### config.mk
export PLATFORM = sky130hd
export DESIGN_NAME = control_sequencer
export DESIGN_NICKNAME = d
export VERILOG_FILES = /design/src/rtl/control_sequencer_pkg.sv /design/src/rtl/control_sequencer_mem_wait_timer.sv /design/src/rtl/control_sequencer.sv
export SDC_FILE = /design/constraint.sdc
export NUM_CORES = 1
export LEC_CHECK = 0
export ABC_CLOCK_PERIOD_IN_PS = 2820
export BUFFER_PORTS_ARGS = -buffer_cell sky130_fd_sc_hd__buf_2
export CORE_UTILIZATION = 40
export DETAILED_ROUTE_END_ITERATION = 10
export PLACE_DENSITY = 0.65
export SYNTH_ARGS = -nofsm -noshare
export SYNTH_HDL_FRONTEND = slang
export SYNTH_SLANG_ARGS = --single-unit
### constraint.sdc
create_clock -name clock -period 2.82 [get_ports clock]
set_clock_uncertainty 0.1 [all_clocks]
set_input_delay 0.846 -clock clock [delete_from_list [all_inputs] [get_ports clock]]
set_output_delay 0.846 -clock clock [all_outputs]
set_load 0.03 [all_outputs]
### src/rtl/control_sequencer_pkg.sv
// Shared opcodes, state encoding and ctrl bit positions for control_sequencer.
// Single-step build: define SINGLE_STEP_EN.
package control_sequencer_pkg;

  localparam int CTRL_W = 20;

  localparam logic [4:0] OPC_LD   = 5'b00000;
  localparam logic [4:0] OPC_LDI  = 5'b00001;
  localparam logic [4:0] OPC_ST   = 5'b00010;
  localparam logic [4:0] OPC_ADD  = 5'b00011;
  localparam logic [4:0] OPC_SUB  = 5'b00100;
  localparam logic [4:0] OPC_SHR  = 5'b00101;
  localparam logic [4:0] OPC_SHL  = 5'b00110;
  localparam logic [4:0] OPC_AND  = 5'b00111;
  localparam logic [4:0] OPC_OR   = 5'b01000;
  localparam logic [4:0] OPC_ADDI = 5'b01100;
  localparam logic [4:0] OPC_NOP  = 5'b11010;
  localparam logic [4:0] OPC_HALT = 5'b11011;

  typedef enum logic [3:0] {
    T0     = 4'd0,
    T1     = 4'd1,
    T2     = 4'd2,
    T3     = 4'd3,
    T4     = 4'd4,
    T5     = 4'd5,
    T6     = 4'd6,
    T7     = 4'd7,
    S_HALT = 4'd8
  } tstate_t;

  typedef enum logic [2:0] {
    C_LD, C_LDI, C_ST, C_R, C_ADDI, C_NOP, C_HALT, C_ILL
  } cls_t;

  localparam int PC_OUT   = 0;
  localparam int MAR_IN   = 1;
  localparam int INC_PC   = 2;
  localparam int Z_IN     = 3;
  localparam int ZLOW_OUT = 4;
  localparam int PC_IN    = 5;
  localparam int READ     = 6;
  localparam int WRITE    = 7;
  localparam int MDR_IN   = 8;
  localparam int MDR_OUT  = 9;
  localparam int IR_IN    = 10;
  localparam int GRA      = 11;
  localparam int GRB      = 12;
  localparam int GRC      = 13;
  localparam int R_IN     = 14;
  localparam int R_OUT    = 15;
  localparam int BA_OUT   = 16;
  localparam int C_OUT    = 17;
  localparam int Y_IN     = 18;
  localparam int SPARE    = 19;

endpackage

### src/rtl/control_sequencer_mem_wait_timer.sv
// Counts stalled cycles of a memory wait and flags the final allowed stall.
// Single-step build: define SINGLE_STEP_EN.
module mem_wait_timer #(
  parameter int LIMIT = 15
) (
  input  logic clock,
  input  logic clear,
  input  logic start,
  input  logic rdy,
  output logic expired
);

  logic [7:0] cnt;

  always_ff @(posedge clock) begin
    if (!clear) begin
      cnt <= '0;
    end else if (start && !rdy) begin
      if (cnt != 8'hFF) cnt <= cnt + 8'd1;
    end else begin
      cnt <= '0;
    end
  end

  // cnt holds stalls already seen, so this cycle is stall number cnt+1
  assign expired = start && !rdy && (cnt >= 8'(LIMIT - 1));

endmodule

### src/rtl/control_sequencer.sv
// Hardwired T-state control sequencer with fetch, decode and memory waits.
// Single-step build: define SINGLE_STEP_EN (adds the step input).
module control_sequencer #(
  parameter int OP_W        = 5,
  parameter int MEM_TIMEOUT = 15,
  parameter int CTRL_W      = control_sequencer_pkg::CTRL_W
) (
  input  logic              clock,
  input  logic              clear,
  input  logic [31:0]       ir,
  input  logic              mem_rdy,
`ifdef SINGLE_STEP_EN
  input  logic              step,
`endif
  output logic [CTRL_W-1:0] ctrl,
  output logic [OP_W-1:0]   alu_op,
  output logic [3:0]        tstate,
  output logic              run,
  output logic              illegal,
  output logic              mem_err
);
  import control_sequencer_pkg::*;

  tstate_t         state, nxt;
  logic [OP_W-1:0] op, op_n;
  cls_t            cls;
  logic            waiting, expired, adv;
  logic            unused_ir;

`ifdef SINGLE_STEP_EN
  assign adv = step;
`else
  assign adv = 1'b1;
`endif

  assign unused_ir = ^ir[31-OP_W:0];

  function automatic cls_t classify(input logic [OP_W-1:0] o);
    cls_t c;
    c = C_ILL;
    if (o == OP_W'(OPC_LD)) c = C_LD;
    else if (o == OP_W'(OPC_LDI)) c = C_LDI;
    else if (o == OP_W'(OPC_ST)) c = C_ST;
    else if (o >= OP_W'(OPC_ADD) && o <= OP_W'(OPC_OR)) c = C_R;
    else if (o == OP_W'(OPC_ADDI)) c = C_ADDI;
    else if (o == OP_W'(OPC_NOP)) c = C_NOP;
    else if (o == OP_W'(OPC_HALT)) c = C_HALT;
    return c;
  endfunction

  function automatic logic [CTRL_W-1:0] strobes(input tstate_t s, input cls_t c);
    logic [CTRL_W-1:0] v;
    logic mem_op, reg_op;
    v = '0;
    mem_op = (c == C_LD) || (c == C_LDI) || (c == C_ST);
    reg_op = (c == C_R) || (c == C_ADDI);
    unique case (s)
      T0: begin v[PC_OUT] = 1'b1; v[MAR_IN] = 1'b1; v[INC_PC] = 1'b1; v[Z_IN] = 1'b1; end
      T1: begin v[ZLOW_OUT] = 1'b1; v[PC_IN] = 1'b1; v[READ] = 1'b1; v[MDR_IN] = 1'b1; end
      T2: begin v[MDR_OUT] = 1'b1; v[IR_IN] = 1'b1; end
      T3: begin
        if (mem_op) begin v[GRB] = 1'b1; v[BA_OUT] = 1'b1; v[Y_IN] = 1'b1; end
        if (reg_op) begin v[GRB] = 1'b1; v[R_OUT] = 1'b1; v[Y_IN] = 1'b1; end
      end
      T4: begin
        v[Z_IN] = 1'b1;
        if (c == C_R) begin v[GRC] = 1'b1; v[R_OUT] = 1'b1; end
        else v[C_OUT] = 1'b1;
      end
      T5: begin
        v[ZLOW_OUT] = 1'b1;
        if (c == C_LD || c == C_ST) v[MAR_IN] = 1'b1;
        else begin v[GRA] = 1'b1; v[R_IN] = 1'b1; end
      end
      T6: begin
        v[MDR_IN] = 1'b1;
        if (c == C_LD) v[READ] = 1'b1;
        else begin v[GRA] = 1'b1; v[R_OUT] = 1'b1; end
      end
      T7: begin
        v[MDR_OUT] = 1'b1;
        if (c == C_LD) begin v[GRA] = 1'b1; v[R_IN] = 1'b1; end
        else v[WRITE] = 1'b1;
      end
      default: v = '0;
    endcase
    return v;
  endfunction

  function automatic logic [OP_W-1:0] alu_sel(input tstate_t s, input cls_t c,
                                              input logic [OP_W-1:0] o);
    logic [OP_W-1:0] a;
    a = '0;
    if (s == T0) a = OP_W'(OPC_ADD);
    if (s == T4) a = (c == C_R) ? o : OP_W'(OPC_ADD);
    return a;
  endfunction

  // the opcode is latched on the T2->T3 edge and held for the rest of the instruction
  assign op_n = (state == T2) ? ir[31 -: OP_W] : op;
  assign cls  = classify(op_n);
  assign waiting = (state == T1) || (state == T6 && cls == C_LD) ||
                   (state == T7 && cls == C_ST);

  always_comb begin
    nxt = state;
    unique case (state)
      T0: nxt = T1;
      T1: nxt = T2;
      T2: nxt = T3;
      T3: begin
        unique case (cls)
          C_LD, C_LDI, C_ST, C_R, C_ADDI: nxt = T4;
          C_HALT: nxt = S_HALT;
          default: nxt = T0;
        endcase
      end
      T4: nxt = T5;
      T5: nxt = (cls == C_LD || cls == C_ST) ? T6 : T0;
      T6: nxt = T7;
      T7: nxt = T0;
      default: nxt = S_HALT;
    endcase
    if (waiting && !mem_rdy) nxt = expired ? S_HALT : state;
  end

  mem_wait_timer #(.LIMIT(MEM_TIMEOUT)) u_timer (
    .clock   (clock),
    .clear   (clear),
    .start   (waiting),
    .rdy     (mem_rdy),
    .expired (expired)
  );

  always_ff @(posedge clock) begin
    if (!clear) begin
      state   <= T0;
      op      <= '0;
      ctrl    <= '0;
      alu_op  <= '0;
      illegal <= 1'b0;
      mem_err <= 1'b0;
    end else if (adv) begin
      state   <= nxt;
      op      <= op_n;
      ctrl    <= strobes(nxt, cls);
      alu_op  <= alu_sel(nxt, cls, op_n);
      illegal <= (nxt == T3) && (cls == C_ILL);
      if (expired) mem_err <= 1'b1;
    end else begin
      illegal <= 1'b0;
    end
  end

  assign tstate = state;
  assign run    = (state != S_HALT);

endmodule

==> results by group <==
Clocking
  – CTS clk-pin slew, worst paths: ~80 ps
  – Clock Tree Buf Depth: 2
  – CTS root buffer: clkbuf_8
  – Clock Sinks: 41
  – Post-CTS Setup Inserts: 0
  – Num CTS Buffers: 5
  – Hold-fix buffers, CTS: 0
  – Worst skew pair latency: roughly 300 ps
  – TritonCTS clock tree: built
  – Post-CTS resize count: 0
  – H-tree lvl count: 2

Detailed routing
  – DRC: 0
  – Wirelength, routed: 4.622 mm
  – Drt pass-1 iters: 4
  – Total via count in the routed design: ~1.8k
  – Vias per cell: about 5.2
  – DRT iter0 DRCs: about 110
  – WL/cell: approximately 14 µm
  – Post-route ant nets: 0

Logic synthesis
  – Yosys top cell by area: dfxtp_1
  – Synth Area in Compound Gates: 0.1717
  – Synth Area in Adders: 0.01209
  – Flop and latch count out of synthesis: 41
  – Ys flop type: dfxtp_1
  – Synthesis Warnings: 0
  – Simple-Gate Fraction of Synth Area: 0.2860
  – Top-area cell type share of the netlist area: 0.3966
  – Most frequent cell after synthesis: dfxtp_1
  – XOR/XNOR share of the synthesized area: 0.02539
  – Post-synthesis instance total: roughly 230
  – Post-synth cell types: 61
  – Number of synthesized flops with an enable pin: 0
  – Sequential element share of the synthesized area: 0.3966
  – Mapped cell area: 2069 µm²
  – Area contributors post-synth: dfxtp_1, nor2_1, mux2i_1
  – Share of async-settable or async-resettable flops after synthesis: 0
  – Largest family of logic cells by synthesized area: simple AND/OR/NAND/NOR gates
  – Mux contribution to synthesized area: 0.04414
  – Post-synth top cells: dfxtp_1, nor2_1, nand2_1
  – Syn Area/Cell: roughly 8.9 µm²

Global route
  – Wire length of the first global-routing pass: between 7 and 8 mm
  – Global routing's busiest layer: met2
  – M2 GR Usage: 0.2717
  – Initial antenna violation count: 0
  – Gr usage total: 0.1794
  – Grt total ovfl: 0
  – Vias in the first global route: roughly 1.5k
  – Met1 usage: 0.2441
  – GR Layer Usage met3: 0.04336
  – Largest net degree at the start of global routing: 16

Flow run
  – MaxCap Viol Count: 0

Die
  – # rows: 25
  – Die X: 73.93 µm
  – Height of the chip: about 74 µm
  – Core Area: 4848 µm²
  – Initial Util: 0.4268
  – # IOs: between 60 and 70
  – Die area: between 5000 and 6000 µm²

Power
  – Worst VDD drop: 0.2583 mV
  – Power per Cell Area: a little under 600 nW/µm²
  – Lkg Pwr: roughly 1.0 nW

Layout
  – Syn-to-layout area delta: 18.20%
  – Final antenna diode count: 0
  – # nets final: just over 300
  – Layout cells sized above 1: 0.2518

Timing
  – Setup tns final: 0 ps
  – Max Fclk: between 0.3 and 0.4 GHz
  – Max_slew headroom: 0.5404
  – Tcrit/Tclk final: 0.8967
  – Final-report hold violation count: 0
  – Minimum clock period: 2529 ps
  – Final Hold Slack: 398.3 ps
  – Setup violators final: 0
  – RSZ-0062 raised after global routing: no
  – Final slew viol count: 0
  – Slew of the pin with the lowest slew margin: between 600 and 700 ps

Critical path
  – CP endpoint kind: flop
  – Setup crit start kind: flop
  – WP data required: slightly below 3000 ps
  – CP Class: reg -> reg
  – CP arrival: between 2000 and 3000 ps
  – Crit Path Max Fanout: 14
  – Flop2flop setup slack: about 300 ps

Min path
  – Hold Path Class: reg -> reg

Placed design
  – Port bufs: 38
  – GP Congestion: 0.8654
  – DP HPWL: between 3 and 4 mm

Status
  – Status: complete, no violations
-- kinds of logic after synthesis --
family / count (synthesis)
AOI/OAI and AO/OA: 48
muxes: 9
and+or+nand+nor: 101
other: 1
adders and majority gates: 2
buffers and inverters: 25
xor gates and xnor gates: 6
DFF: 41
-- worst paths after layout --
kind,endpoint,cells after the start,startpoint
setup reg to reg,ctrl[14]$_SDFF_PN0_,7,tstate[3]$_SDFF_PN0_
hold reg to reg,mem_err$_SDFFE_PN0P_,1,mem_err$_SDFFE_PN0P_
setup / recovery,ctrl[14]$_SDFF_PN0_,7,tstate[3]$_SDFF_PN0_
hold / removal,mem_err$_SDFFE_PN0P_,1,mem_err$_SDFFE_PN0P_
-- routing by layer --
metal	part of all wire	up-vias
li1	-	913
met1	0.49	808
met2	0.44	60
met3	0.050	8
met4	0.016	0
met5	0	-
-- cell usage in the layout (no fill, tap or decap), drive strengths merged, types with 2 or more instances in the layout --
master and instances:
buf 49, dfxtp 41, nor2 29, nand2 11
o21ai 11, nand3 9, nor3 9, a21oi 9
inv 8, mux2i 8, nand4 7, clkbuf 5
nor4 5, o31a 4, nand2b 4, xor2 4
nor2b 4, or3 3, o31ai 3, and3 3
a21boi 3, nor3b 3, or4b 2, xnor2 2
and2 2, and3b 2, a31oi 2, o211ai 2
a211oi 2, o21a 2, ha 2, conb 2
or4 2
-- flip-flops by register name, summed over array words and instances (netlist names) --
signal / flops
alu_op: 5
ctrl: 17
illegal: 1
mem_err: 1
op: 5
tstate: 4
u_timer.cnt: 8
-- power breakdown --
group | switching (W) | total, W | internal (W)
registers | 0.0000232 | 0.000635 | 0.000612
clock network | 0.000212 | 0.000477 | 0.000265
logic | 0.000215 | 0.000339 | 0.000124
-- critical path, stage by stage, from the launching register on --
cell     delay [ps]
dfxtp_1         720
nor3b_2         150
nand4_1         170
nand2_1         150
o31ai_1         630
buf_4           270
mux2i_1         180
nor2_1           50
-- cell type report --
cell class,count,area [µm²]
tap,67,83.83
sequential,41,820.8
clock inverter,3,46.29
inverter,8,30.03
multi-input combinational,168,1124
fill,474,2402
clock buffer,5,68.82
timing repair buffer,49,272.8
-- per-stage QoR --
| step | utilization | worst slack [ps] | instances | area (µm²) | total power (W) |
|---|---|---|---|---|---|
| 5_1_grt | 0.5045 | 53.14 | 341 | 2446 | 0.001526 |
| 2_1_floorplan | - | 298.8 | 234 | 2073 | 0.0008960 |
| 3_5_place_dp | 0.4808 | 99.78 | 333 | 2331 | 0.0009846 |
| 4_1_cts | 0.5045 | 280.0 | 341 | 2446 | 0.001459 |
| 6_report | 0.5045 | 291.3 | 341 | 2446 | 0.001450 |
| 3_3_place_gp | 0.4808 | 109.2 | 333 | 2331 | 0.0009820 |
Power figures use the tool's default switching activity.
